--- src/rtl/ramb4_s2_reader.sv ---
// rtl/ramb4_s2_reader.sv - burst reader for a 2048x2 synchronous-read block RAM
// Streams words out through a 2-entry skid buffer so backpressure never drops a read in flight.
module ramb4_s2_reader #(
    parameter int ADDR_W = 11,
    parameter int DATA_W = 2
) (
    input  logic              CLK,
    input  logic              RST_N,
    input  logic              START,
    input  logic [ADDR_W-1:0] BASE,
    input  logic [ADDR_W:0]   LEN,
    output logic              BUSY,
    output logic              DONE,
    output logic [ADDR_W-1:0] RAM_ADDR,
    output logic              RAM_EN,
    output logic              RAM_WE,
    output logic              RAM_RST,
    input  logic [DATA_W-1:0] RAM_DO,
    output logic [DATA_W-1:0] M_DATA,
    output logic              M_VALID,
    input  logic              M_READY
);

    localparam logic [ADDR_W:0] DEPTH = {1'b1, {ADDR_W{1'b0}}};

    typedef enum logic [1:0] {S_IDLE, S_RUN, S_DRAIN} state_t;

    state_t              state_q, state_d;
    logic [ADDR_W-1:0]   addr_q, addr_d;
    logic [ADDR_W:0]     remaining_q, remaining_d;
    logic [1:0]          occ_q, occ_d;
    logic                inflight_q, inflight_d;
    logic                done_q, done_d;
    logic [DATA_W-1:0]   buf0_q, buf0_d;
    logic [DATA_W-1:0]   buf1_q, buf1_d;

    logic                pop;
    logic                issue;
    logic [2:0]          level;
    logic [1:0]          occ_after_pop;

    always_comb begin
        pop   = (occ_q != 2'd0) && M_READY;
        // Slots that will be committed after this edge if nothing new is issued.
        level = {1'b0, occ_q} + {2'b00, inflight_q} - {2'b00, pop};
        issue = (state_q == S_RUN) && (remaining_q != '0) && (level < 3'd2);
    end

    always_comb begin
        state_d       = state_q;
        addr_d        = addr_q;
        remaining_d   = remaining_q;
        occ_d         = occ_q;
        inflight_d    = issue;
        done_d        = 1'b0;
        buf0_d        = buf0_q;
        buf1_d        = buf1_q;
        occ_after_pop = occ_q;

        if (pop) begin
            buf0_d        = buf1_q;
            occ_after_pop = occ_q - 2'd1;
        end
        if (inflight_q) begin
            if (occ_after_pop == 2'd0) begin
                buf0_d = RAM_DO;
            end else begin
                buf1_d = RAM_DO;
            end
            occ_d = occ_after_pop + 2'd1;
        end else begin
            occ_d = occ_after_pop;
        end

        case (state_q)
            S_IDLE: begin
                if (START) begin
                    if (LEN == '0) begin
                        done_d = 1'b1;
                    end else begin
                        addr_d      = BASE;
                        remaining_d = (LEN > DEPTH) ? DEPTH : LEN;
                        state_d     = S_RUN;
                    end
                end
            end
            S_RUN: begin
                if (issue) begin
                    addr_d      = addr_q + 1'b1;
                    remaining_d = remaining_q - 1'b1;
                    if (remaining_q == (ADDR_W+1)'(1)) begin
                        state_d = S_DRAIN;
                    end
                end
            end
            S_DRAIN: begin
                if (pop && (occ_d == 2'd0) && !issue) begin
                    state_d = S_IDLE;
                    done_d  = 1'b1;
                end
            end
            default: state_d = S_IDLE;
        endcase
    end

    always_ff @(posedge CLK or negedge RST_N) begin
        if (!RST_N) begin
            state_q     <= S_IDLE;
            addr_q      <= '0;
            remaining_q <= '0;
            occ_q       <= 2'd0;
            inflight_q  <= 1'b0;
            done_q      <= 1'b0;
            buf0_q      <= '0;
            buf1_q      <= '0;
        end else begin
            state_q     <= state_d;
            addr_q      <= addr_d;
            remaining_q <= remaining_d;
            occ_q       <= occ_d;
            inflight_q  <= inflight_d;
            done_q      <= done_d;
            buf0_q      <= buf0_d;
            buf1_q      <= buf1_d;
        end
    end

    always_ff @(posedge CLK) begin
        if (RST_N) begin
            assert ({1'b0, occ_q} + {2'b00, inflight_q} <= 3'd2);
        end
    end

    assign BUSY     = (state_q != S_IDLE);
    assign DONE     = done_q;
    assign RAM_ADDR = addr_q;
    assign RAM_EN   = issue;
    assign RAM_WE   = 1'b0;
    assign RAM_RST  = 1'b0;
    assign M_DATA   = buf0_q;
    assign M_VALID  = (occ_q != 2'd0);

endmodule
--- config.mk ---
export PLATFORM = sky130hd
export DESIGN_NAME = ramb4_s2_reader
export DESIGN_NICKNAME = d
export VERILOG_FILES = /design/src/rtl/ramb4_s2_reader.sv
export SDC_FILE = /design/constraint.sdc
export NUM_CORES = 1
export LEC_CHECK = 0
export ABC_AREA = 0
export CORE_MARGIN = 5
export CORE_UTILIZATION = 45
export CTS_CLUSTER_SIZE = 12
export DETAILED_ROUTE_END_ITERATION = 16
export HOLD_SLACK_MARGIN = 0.08
export PLACE_DENSITY = 0.73
export SYNTH_ARGS = -nofsm -noshare
export SYNTH_HDL_FRONTEND = slang
export SYNTH_SLANG_ARGS = --single-unit
--- constraint.sdc ---
create_clock -name CLK -period 5.8 [get_ports CLK]
set_input_delay 1.16 -clock CLK [delete_from_list [all_inputs] [get_ports CLK]]
set_output_delay 1.16 -clock CLK [all_outputs]
set_load 0.01 [all_outputs]
Word level (Yosys, flattened, before mapping)
Cells that the tools add are included.

storage, ports and cells
  bits in registers = 33
  input port bits = 29
  output and inout bits = 19
  word-level logic and storage cells = 66

cells by class
  add/sub/neg operators = 6
  $lt $le $gt $ge = 2
  equal/unequal tests = 8
  muxes and demuxes = 24
  bitwise gates (word level) = 1
  reduce and logical (&&, ||, !) cells = 17

operators with widths
  cell                                                        count
  two-way mux 12 bit                                          4
  two-way mux 11 bit                                          3
  case mux 12 bit (2 select lines)                            1
  case mux 11 bit (2 select lines)                            1
  two-way mux 2 bit                                           10
  equality test 12 x 1 -> 1 bit, second input constant        1
  > comparator 12 bit, second input constant                  1
  zero test 12 bit                                            1
  nonzero test 12 bit                                         1
  subtractor 12 x 1 -> 12 bit, second input constant          1
  adder 11 x 1 -> 11 bit, second input constant               1
  inequality test 2 bit, second input constant                4
  zero test 2 bit                                             3
  case mux 2 bit (3 select lines)                             1
  nonzero test 2 bit                                          3
  logical AND 1 bit                                           5
  AND reduction 5 bit                                         1
  AND reduction 4 bit                                         1
  adder 2 x 1 -> 3 bit                                        1
  less-than comparator 3 x 2 -> 1 bit, second input constant  1
  two-way mux 1 bit                                           3
  subtractor 3 x 1 -> 3 bit                                   1
  adder 2 x 1 -> 2 bit, second input constant                 1
  equality test 2 x 1 -> 1 bit, second input constant         1
  7 further kinds                                             7

Depth between registers and ports, before layout
  depth after elaboration = 10
  gate-level depth with buffers = 15
  mapped depth without buffers = 13

Worst setup path before layout
OpenSTA, ideal clock, no wires.

  kind = input to output
  start = input port M_READY
  end = output port RAM_EN
  data arrival time = 2.751 ns
  data required time = 4.640 ns
  slack = 1.889 ns
  stages = 8
  buffers on the path = 0
  path through = nand2_1 > inv_1 > ha_1 > nand2b_1 > fa_1 > xnor2_1 > nand3_1 > a31oi_1

on the way
  cells in the longest elaborated chain, start to end = 4

RTL lines
  what                                 RTL line  source
  start, declared                      21        input logic M_READY
  logical AND 1 bit                    43        pop = (occ_q != 2'd0) && M_READY;
  subtractor 3 x 1 -> 3 bit            45        level = {1'b0, occ_q} + {2'b00, inflight_q} - {2'b00, pop};
  less-than comparator 3 x 2 -> 1 bit  46        issue = (state_q == S_RUN) && (remaining_q != '0) && (level < 3'd2);
  logical AND 1 bit                    46
  end, declared                        15        output logic RAM_EN,

Every way passes these cells.

Final worst setup path
Same ends and word-level chain as after synthesis.

==> results.ini <==
[status]
outcome=finished, final reports clean

[die]
ioPinCount=48
rows=25
start_util=0.4566
die_h_um=78.77
die_area_mm2=0.006205
fp.dieW_um=78.77
core_area_mm2=0.004661

[power_and_ir_drop]
p_sw_mw=0.6380
p_leak_nw=1.140
combPwrFrac=0.552
clkPwrFrac=0.119
total_power_mw=1.415
seq_power_share=0.329
intPower_mw=0.7773
p_per_area_mw_per_mm2=531.8
irDropWorstVdd_mv=0.2913
sw_frac_of_total=0.4508

[final_layout]
nets=322
syn_to_final_growth_pct=25.04
drive_above_1_share=0.05944
fillers=425
diodes=0

[global_route]
grt_max_degree=38
grt_pass1_wl_um=8438
overflow=0
grt_pass1_vias=1840
globalRouteTotalUtil=0.1678
grt_antenna_before_repair=0

[route]
vias=1967
viasPerCell=5.785
wirelength_um=4893
drc=0
drtIter0Drc=123
first_pass_iters=4
wl_per_cell_um=14.39
drtAntennaViolNets=0

[synth]
yosysTopAreaCell=dfrtp_1
synth_common_cells=dfrtp_1, a21oi_1, nand2_1, o21ai_0, nor2_1
synth-seq-cells=33
post-synth-top-count-cell=dfrtp_1
synthFlopType=dfrtp_1
synthDistinctLibCells=48
ys_top_cells_by_area=dfrtp_1, a21oi_1, o21ai_0
synth_top_area_frac=0.3880
synth_edf_count=0
netlist_area_mm2=0.002128
yosys_warnings=0
syn_avg_cell_area_um2=8.687
ys_seq_area_frac=0.3880
synthCells=245
async_reset_ff_frac=1.000

[critical_path]
endpoint_kind=output port
crit_start=M_READY
crit_fanout=7
critPathArrivalTime_ps=3790
r2r-start=occ_q[0]
path_class=in2out
worstPathRequired_ps=4640
worstSetupStartpointType=input port

[clock_tree]
clk_latency_ps=290
cts_setup_buffers=0
clock-root-buffer=clkbuf_8
clkTransAtPathRegs_ps=70
cts_hold_buf=0
clockBufferDepth=2
tritoncts=built
cts_buffers=5
clock_sinks=33
htreeDepth=2
cts_resized=0

[placement]
io_buffers=45
gp_congestion=0.8011
hpwl_um=3468

[timing]
finalMaxSlewViolations=0
fin_crit_sh=0.8534
setup_tns_ps=0
finalHoldViolations=0
slew_headroom=0.4026
clock.fmax_mhz=202.0
rsz0062_at_grt=false
fin_skew_ps=5.841
final-setup-viol-count=0
period_needed_ps=4949
tightest_slew_ps=896.0

[run]
cap_violations=0

[hold_path]
worstHoldStart=remaining_q[9]
min_path_type=reg2reg

==> path summary, 6_finish.rpt <==
path                                   to  slack (ps)  depth (start not counted)
max in group asynchronous     RAM_ADDR[4]        4210                          2
setup / recovery                   RAM_EN         850                         10
hold / removal             remaining_q[9]         500                          1
min in group asynchronous  remaining_q[2]        1270                          2
hold reg to reg            remaining_q[9]         500                          1
setup reg to reg           remaining_q[3]        2320                         13
==> sequential cells by signal, indices dropped and copies added, names as in the netlist <==
signal / cells
buf1_q: 2
occ_q: 2
M_DATA: 2
remaining_q: 12
DONE: 1
inflight_q: 1
state_q: 2
RAM_ADDR: 11
==> power by group through the flow <==
stage | clock network (mW) | registers (mW) | logic [mW]
finish | 0.168 | 0.466 | 0.781
global route | 0.180 | 0.486 | 0.890
CTS | 0.170 | 0.466 | 0.788
detailed placement | 0 | 0.470 | 0.781
global placement | 0 | 0.467 | 0.766
floorplan | 0 | 0.465 | 0.578
==> layout by cell type, fill, tap and decap left out, types with 3 or more instances in the layout <==
cell             instances
a21oi_1                 31
inv_1                   12
mux2i_1                  3
clkbuf_1                 3
nor2_1                  16
nor4_1                   4
nand3_1                  5
clkbuf_8                 5
o22ai_1                  3
nand2b_1                 4
dfrtp_1                 33
nand2_1                 23
nor3_1                   4
nand4_1                  6
o21ai_0                 19
a21o_1                   4
clkdlybuf4s50_1         45
xnor2_1                  3
and3_1                   9
ha_1                     7
a31oi_1                  9
==> critical path: stages <==
cell,delay (ps)
clkdlybuf4s50_1,400
nand2_1,240
inv_1,80
ha_1,260
nand2b_1,150
fa_1,380
xnor2_1,220
nand3_1,110
a31oi_1,210
clkdlybuf4s50_1,580
==> layout make-up <==
cell class | instances | area, um^2 | area share
Clock buffer | 8 | 80.08 | 0.03009
Inverter | 12 | 45.04 | 0.01693
Multi-Input combinational cell | 186 | 1177 | 0.4424
Sequential cell | 33 | 825.8 | 0.3103
Tap cell | 54 | 67.56 | 0.02539
Timing Repair Buffer | 47 | 465.4 | 0.1749
==> metal layers <==
layer  share of wire  global-route usage  up-vias  wire (um)
li1                -                   -      970          -
met1            0.47              0.2294      950       2297
met2            0.46              0.2598       42       2264
met3           0.058             0.04308        5        285
met4          0.0092             0.05420        0         45
met5               0                   0        -          0
==> cells by family (layout without fill, tap and decap cells) <==
family,Yosys count,count (layout),synth area share
other,1,2,0.001762
flip-flops,33,33,0.3880
adder cells (fa/ha/maj),8,8,0.05056
AND/OR/NAND/NOR,84,84,0.2181
multiplexers,5,5,0.02469
buffers and inverters,27,67,0.06173
AO/OA/AOI/OAI,84,84,0.2428
XOR/XNOR,3,3,0.01235
==> stage by stage <==
stage            util  setup slack, ps  instance area [um^2]  hold WS (ps)  instances
6_report       0.5710            850.5                  2661         499.5        340
5_1_grt        0.5710            636.6                  2661         533.2        340
4_1_cts        0.5710            850.4                  2661         499.5        340
3_5_place_dp   0.5538            854.4                  2581         481.2        332
3_3_place_gp   0.5538            899.4                  2581         478.0        332
2_1_floorplan       -             1889                  2132         457.4        246
No activity file was read; power rests on OpenSTA's default activity.
